**src/rtl/load_store_unit.sv**
```systemverilog
// load_store_unit: turns CPU byte/halfword/word loads and stores into
// whole-word accesses on a big-endian, combinational-read data memory.
// Sub-word stores go through a read-modify-write of the containing word.
// Misaligned, reserved-size and out-of-range requests complete with error
// set and never touch memory.
// Optional build macro LSU_STATS_EN adds loadCount/storeCount outputs
// that count successful loads and stores (16-bit, wrapping).
module load_store_unit #(
  parameter int MEM_BYTES  = 1024,
  parameter int ADDR_WIDTH = 32
) (
  input  logic                  clk,
  input  logic                  reset,
  input  logic                  start,
  input  logic                  isStore,
  input  logic [1:0]            size,
  input  logic                  signExtend,
  input  logic [ADDR_WIDTH-1:0] address,
  input  logic [31:0]           storeData,
  output logic [31:0]           loadData,
  output logic                  done,
  output logic                  busy,
  output logic                  error,
  output logic [ADDR_WIDTH-1:0] memAddress,
  output logic [31:0]           memWriteData,
  output logic                  memWriteEnable,
  input  logic [31:0]           memReadData
`ifdef LSU_STATS_EN
  ,
  output logic [15:0]           loadCount,
  output logic [15:0]           storeCount
`endif
);

  typedef enum logic [1:0] {
    IDLE  = 2'd0,
    READ  = 2'd1,
    WRITE = 2'd2,
    RESP  = 2'd3
  } state_t;

  localparam logic [1:0] SIZE_BYTE = 2'b00;
  localparam logic [1:0] SIZE_HALF = 2'b01;
  localparam logic [1:0] SIZE_WORD = 2'b10;
  localparam logic [1:0] SIZE_RSVD = 2'b11;

  // One extra bit so aligned+3 cannot wrap near the top of the address space.
  localparam logic [ADDR_WIDTH:0] MEM_LIMIT = (ADDR_WIDTH + 1)'(MEM_BYTES);
  localparam logic [ADDR_WIDTH:0] LAST_OFS  = (ADDR_WIDTH + 1)'(3);

  state_t                  state_reg;
  logic                    is_store_reg;
  logic [1:0]              size_reg;
  logic                    sign_ext_reg;
  logic [1:0]              offset_reg;
  logic [15:0]             store_data_reg;
  logic [31:0]             load_data_reg;
  logic                    done_reg;
  logic                    error_reg;
  logic [ADDR_WIDTH-1:0]   mem_addr_reg;
  logic [31:0]             wdata_reg;
  logic                    we_reg;

  logic [ADDR_WIDTH-1:0]   aligned_addr;
  logic                    range_bad;
  logic                    req_error;
  logic [7:0]              rd_lane    [4];
  logic [7:0]              merge_lane [4];
  logic [31:0]             merge_word;
  logic [15:0]             half_word;
  logic [31:0]             load_value;

  assign aligned_addr = {address[ADDR_WIDTH-1:2], 2'b00};
  assign range_bad    = ({1'b0, aligned_addr} + LAST_OFS) >= MEM_LIMIT;

  // Reject illegal requests at acceptance so they never reach memory.
  always_comb begin
    req_error = 1'b0;
    case (size)
      SIZE_HALF: if (address[0]) req_error = 1'b1;
      SIZE_WORD: if (address[1:0] != 2'b00) req_error = 1'b1;
      SIZE_RSVD: req_error = 1'b1;
      default:   req_error = 1'b0;
    endcase
    if (range_bad) req_error = 1'b1;
  end

  // Big-endian lanes: lane 0 is bits [31:24], lane 3 is bits [7:0].
  // A lane takes store data when the access covers it; halfword stores put
  // storeData[15:8] in the even lane and storeData[7:0] in the odd one.
  generate
    for (genvar gi = 0; gi < 4; gi++) begin : g_lane
      logic       lane_hit;
      logic [7:0] store_lane;

      assign rd_lane[gi] = memReadData[31-8*gi -: 8];

      assign lane_hit = (size_reg == SIZE_BYTE) ? (offset_reg == 2'(gi)) :
                        (size_reg == SIZE_HALF) ? (offset_reg[1] == (gi >= 2)) :
                        1'b1;

      assign store_lane = ((size_reg == SIZE_HALF) && (gi % 2 == 0)) ?
                          store_data_reg[15:8] : store_data_reg[7:0];

      assign merge_lane[gi] = lane_hit ? store_lane : rd_lane[gi];
    end
  endgenerate

  assign merge_word = {merge_lane[0], merge_lane[1], merge_lane[2], merge_lane[3]};

  // Lane select and sign/zero extension of the word being read.
  always_comb begin
    half_word  = offset_reg[1] ? memReadData[15:0] : memReadData[31:16];
    load_value = memReadData;
    case (size_reg)
      SIZE_BYTE: load_value = {{24{sign_ext_reg & rd_lane[offset_reg][7]}},
                               rd_lane[offset_reg]};
      SIZE_HALF: load_value = {{16{sign_ext_reg & half_word[15]}}, half_word};
      default:   load_value = memReadData;
    endcase
  end

`ifdef LSU_STATS_EN
  logic [15:0] load_count_reg;
  logic [15:0] store_count_reg;
`endif

  // Request FSM with registered outputs; done/we are single-cycle pulses.
  always_ff @(posedge clk) begin
    if (reset) begin
      state_reg      <= IDLE;
      is_store_reg   <= 1'b0;
      size_reg       <= 2'b00;
      sign_ext_reg   <= 1'b0;
      offset_reg     <= 2'b00;
      store_data_reg <= '0;
      load_data_reg  <= '0;
      done_reg       <= 1'b0;
      error_reg      <= 1'b0;
      mem_addr_reg   <= '0;
      wdata_reg      <= '0;
      we_reg         <= 1'b0;
`ifdef LSU_STATS_EN
      load_count_reg  <= '0;
      store_count_reg <= '0;
`endif
    end else begin
      done_reg <= 1'b0;
      we_reg   <= 1'b0;
      case (state_reg)
        IDLE: begin
          if (start) begin
            is_store_reg   <= isStore;
            size_reg       <= size;
            sign_ext_reg   <= signExtend;
            offset_reg     <= address[1:0];
            store_data_reg <= storeData[15:0];
            load_data_reg  <= '0;
            error_reg      <= req_error;
            if (req_error) begin
              done_reg  <= 1'b1;
              state_reg <= RESP;
            end else begin
              mem_addr_reg <= aligned_addr;
              if (isStore && (size == SIZE_WORD)) begin
                // Full word needs no read: write storeData directly.
                wdata_reg <= storeData;
                we_reg    <= 1'b1;
                state_reg <= WRITE;
              end else begin
                state_reg <= READ;
              end
            end
          end
        end
        READ: begin
          if (is_store_reg) begin
            wdata_reg <= merge_word;
            we_reg    <= 1'b1;
            state_reg <= WRITE;
          end else begin
            load_data_reg <= load_value;
            done_reg      <= 1'b1;
            state_reg     <= RESP;
`ifdef LSU_STATS_EN
            load_count_reg <= load_count_reg + 16'd1;
`endif
          end
        end
        WRITE: begin
          done_reg  <= 1'b1;
          state_reg <= RESP;
`ifdef LSU_STATS_EN
          store_count_reg <= store_count_reg + 16'd1;
`endif
        end
        default: begin
          state_reg <= IDLE;
        end
      endcase
    end
  end

  assign loadData       = load_data_reg;
  assign done           = done_reg;
  assign busy           = (state_reg != IDLE);
  assign error          = error_reg;
  assign memAddress     = mem_addr_reg;
  assign memWriteData   = wdata_reg;
  // Reset arriving during WRITE must keep the memory word untouched.
  assign memWriteEnable = we_reg & ~reset;

`ifdef LSU_STATS_EN
  assign loadCount  = load_count_reg;
  assign storeCount = store_count_reg;
`endif

endmodule

```
**config.mk**
```make
export PLATFORM = sky130hd
export DESIGN_NAME = load_store_unit
export DESIGN_NICKNAME = d
export VERILOG_FILES = /design/src/rtl/load_store_unit.sv
export SDC_FILE = /design/constraint.sdc
export NUM_CORES = 1
export LEC_CHECK = 0
export ABC_AREA = 0
export CORE_MARGIN = 10
export CORE_UTILIZATION = 49
export DETAILED_ROUTE_END_ITERATION = 10
export PLACE_DENSITY = 0.88
export SYNTH_ARGS = -nofsm -noshare
export SYNTH_HDL_FRONTEND = slang
export SYNTH_SLANG_ARGS = --single-unit
```
**constraint.sdc**
```tcl
create_clock -name clk -period 4 [get_ports clk]
set_clock_uncertainty 0.05 [all_clocks]
set_input_delay 0.4 -clock clk [delete_from_list [all_inputs] [get_ports clk]]
set_output_delay 0.4 -clock clk [all_outputs]
set_load 0.05 [all_outputs]
```
==> summary.md <==
| Metric | Value |
|---|---|
| Status | `complete, no violations` |
| Crit end category | `flop` |
| DRC errors left | `0` |
| CP max FO | `16` |
| Mean Syn Cell Area | `9.26 um2` |
| Finished Cell Area | `0.00842 mm2` |
| DP Area | `0.00781 mm2` |
| Finished Layout Cells | `959` |
| Most used routing layer | `met2` |
| IO Port Bufs | `200` |
| Slew Limit Fails | `0` |
| Synthesized instance count | `625` |
| Global Route Usage Sum | `0.244` |
| Htree depth | `4` |
| Worst Hold Class | `flop to flop` |
| Cells along the critical path | `inv_1, ha_1, nand2b_2, and2_1, nand2b_2, nor2_1, a221o_1` |
| Die W | `129 um` |
| Slowest CP cell | `nor2_1` |
| WP data required | `4.31 ns` |
| Yosys cell types | `46` |
| FP Rows | `39` |
| VDD IR max | `0.000707 V` |
| Pleak | `3.29 nW` |
| Yosys warns | `0` |
| Max Cap Viol | `0` |
| # hold bufs at CTS | `0` |
| GRT met2 Usage | `0.410` |
| Largest net degree at the start of global routing | `83` |
| Total power | `5.62 mW` |
| CP Class | `flop to flop` |
| WP buf/inv | `1` |
| Post-synthesis sequential area ratio | `0.418` |
| Drt initial violations | `496` |
| Final hold vios | `0` |
| # setup viols final | `0` |
| Setup_tns | `0 ns` |
| Cells after DPL | `927` |
| Met1 usage | `0.265` |
| Most used cell, CP | `nand2b_2` |
| Die H | `129 um` |
| CP max stage delay | `0.86 ns` |
| Routed vias | `5,576` |
| Number of I/O pins | `203` |
| Max Freq | `358 MHz` |
| ANT cells | `0` |
| Global-route wire length before repair | `31.6 mm` |
| Vias in the first global route | `5,670` |
| Post-DR wirelength/cell | `21.3 um` |
| Initial antenna violation count | `0` |
| CTS Buffer Depth | `2` |
| Placer Congestion | `0.985` |
| Initial Util | `0.503` |
| Min Clock Period, post-route | `2.79 ns` |
| Clock Sinks | `121` |
| Asr flop ratio synth | `0` |
| Post-CTS Resized | `0` |
| Worst slew margin | `0.278` |
| Clock latency on the worst-skew pair | `0.42 ns` |
| Crit path DAT | `3.10 ns` |
| Number of fill cells | `847` |
| Worst slew pin tran | `1.08 ns` |
| Core Region | `0.0115 mm2` |
| Final worst slack | `1.21 ns` |
| FF+latch count, synth | `121` |
| PwrDens | `668 mW/mm2` |
| DP Wirelength | `15.3 mm` |
| Die area | `0.0166 mm2` |
| DRT Wirelength | `20.4 mm` |
| Layout area overhead | `45.4%` |
| Vias/cell | `5.81` |
| Post-synth top flop | `dfxtp_1` |
| Final period utilization | `0.698` |
| CP startpoint kind | `flop` |
| Antenna-violating nets left | `0` |
| Clock root cell | `clkbuf_16` |
| Final global-route overflow total | `0` |
| CTS tree | `yes` |
| Post-Synthesis Cell Area | `0.00579 mm2` |
| Share of cells above drive strength 1 | `0.0980` |
| Cts bufs inserted | `17` |
| Post-synth EDFFs | `0` |
| Critical path's top delay family | `simple AND/OR/NAND/NOR gates` |
| Drt first pass iters | `6` |
| Worst-path clk slew | `0.06 ns` |
| Routing usage on met3 | `0.107` |
| Setup bufs post-CTS | `0` |
| Fin nets | `910` |
| RSZ-0062 raised after global routing | `false` |
| Pre-CTS setup slack | `1.12 ns` |
==> power by group <==
group	switching [mW]	internal, mW	total (mW)
Combinational	1.55	0.924	2.48
Sequential	0.139	1.42	1.56
Clock	0.642	0.945	1.59
==> metal layers <==
metal  vias to the layer above  wire [um]
met5                         -          0
met4                         0        612
met3                        48       2310
met2                       320       9880
met1                      2615       7620
li1                       2593          -
==> path summary, 6_finish.rpt <==
| path | depth (start not counted) | endpoint | startpoint | slack [ns] |
|---|---|---|---|---|
| setup reg to reg | 7 | loadData[22] | state_reg[0] | 1.21 |
| hold / removal | 2 | store_data_reg[10] | store_data_reg[10] | 0.41 |
| hold reg to reg | 2 | store_data_reg[10] | store_data_reg[10] | 0.41 |
| setup / recovery | 7 | loadData[22] | state_reg[0] | 1.21 |
==> cells in the mapped netlist (2+ instances only) <==
cell       count  area [um2]
a211o_1       17         149
a21o_1         2        15.0
a21oi_1       59         295
a21oi_4        2        32.5
a221o_1       16         160
a221oi_1       7        61.3
a22o_1         7        61.3
a31oi_1       17         106
and2_1        24         150
buf_1          5        18.8
buf_2          9        45.0
buf_4          4        30.0
buf_6          5        56.3
clkbuf_1      28         105
dfxtp_1      121        2420
ha_1           4        50.1
inv_1          6        22.5
mux2_2        11         124
mux2_4        14         210
mux2i_1       47         470
nand2_1       59         221
nand2b_1      20         125
nand2b_2       2        17.5
nand3_1       16        80.1
nor2_1        36         135
nor2b_1       35         219
nor3_1        11        55.1
nor3_2         2        20.0
nor4_1         6        37.5
o21a_1         2        15.0
o21ai_0        3        15.0
o221ai_1       7        61.3
o2bb2ai_1      8        70.1
==> worst reg2reg max path, cell delays in order (launching register included) <==
cell      delay (ns)
dfxtp_1         0.39
inv_1           0.09
ha_1            0.30
nand2b_2        0.16
and2_1          0.35
nand2b_2        0.23
nor2_1          0.86
a221o_1         0.29
==> cells in the final DEF (no fill, tap or decap), types with 2 or more instances in the layout <==
| cell type | Yosys | layout |
|---|---|---|
| nor4_1 | 6 | 5 |
| buf_4 | 4 | 8 |
| nand2b_1 | 20 | 20 |
| a21oi_4 | 2 | 2 |
| mux2_4 | 14 | 14 |
| a22o_1 | 7 | 7 |
| nor2b_1 | 35 | 35 |
| nor2_1 | 36 | 36 |
| dfxtp_1 | 121 | 121 |
| o221ai_1 | 7 | 7 |
| mux2_2 | 11 | 11 |
| ha_1 | 4 | 3 |
| o21a_1 | 2 | 2 |
| nor3_1 | 11 | 11 |
| conb_1 | 1 | 2 |
| nand2_1 | 59 | 59 |
| a211o_1 | 17 | 17 |
| mux2i_1 | 47 | 47 |
| a31oi_1 | 17 | 17 |
| clkdlybuf4s50_1 | 0 | 199 |
| nand3_1 | 16 | 16 |
| and2_1 | 24 | 24 |
| a221o_1 | 16 | 16 |
| a21o_1 | 2 | 2 |
| inv_8 | 0 | 4 |
| o21ai_0 | 3 | 3 |
| o2bb2ai_1 | 8 | 8 |
| nor3_2 | 2 | 2 |
| inv_6 | 0 | 5 |
| bufinv_16 | 0 | 2 |
| clkbuf_16 | 0 | 17 |
| inv_1 | 6 | 6 |
| a221oi_1 | 7 | 7 |
| a21oi_1 | 59 | 59 |
| clkinv_4 | 0 | 3 |
| nand2b_2 | 2 | 2 |
==> layout make-up <==
| cell class | instances | area [um2] | area share |
|---|---|---|---|
| clock inverter | 15 | 180 | 0.0214 |
| timing repair buffer | 209 | 2080 | 0.247 |
| inverter | 7 | 26.3 | 0.00312 |
| tap | 143 | 179 | 0.0213 |
| sequential | 121 | 2420 | 0.288 |
| multi-input combinational | 447 | 3110 | 0.369 |
| clock buffer | 17 | 425 | 0.0505 |
==> kinds of logic after synthesis <==
group,share of synthesized area
AND/OR/NAND/NOR,0.189
multiplexers,0.143
buffers and inverters,0.0486
AO/OA/AOI/OAI,0.192
other,0.000648
adder cells (fa/ha/maj),0.00865
flip-flops,0.418
==> through the flow <==
stage | hold slack, ns | utilization
2_1_floorplan | 0.383 | -
3_3_place_gp | 0.389 | 0.678
3_5_place_dp | 0.393 | 0.678
4_1_cts | 0.405 | 0.731
5_1_grt | 0.424 | 0.731
6_report | 0.406 | 0.731
Power figures use the tool's default switching activity.
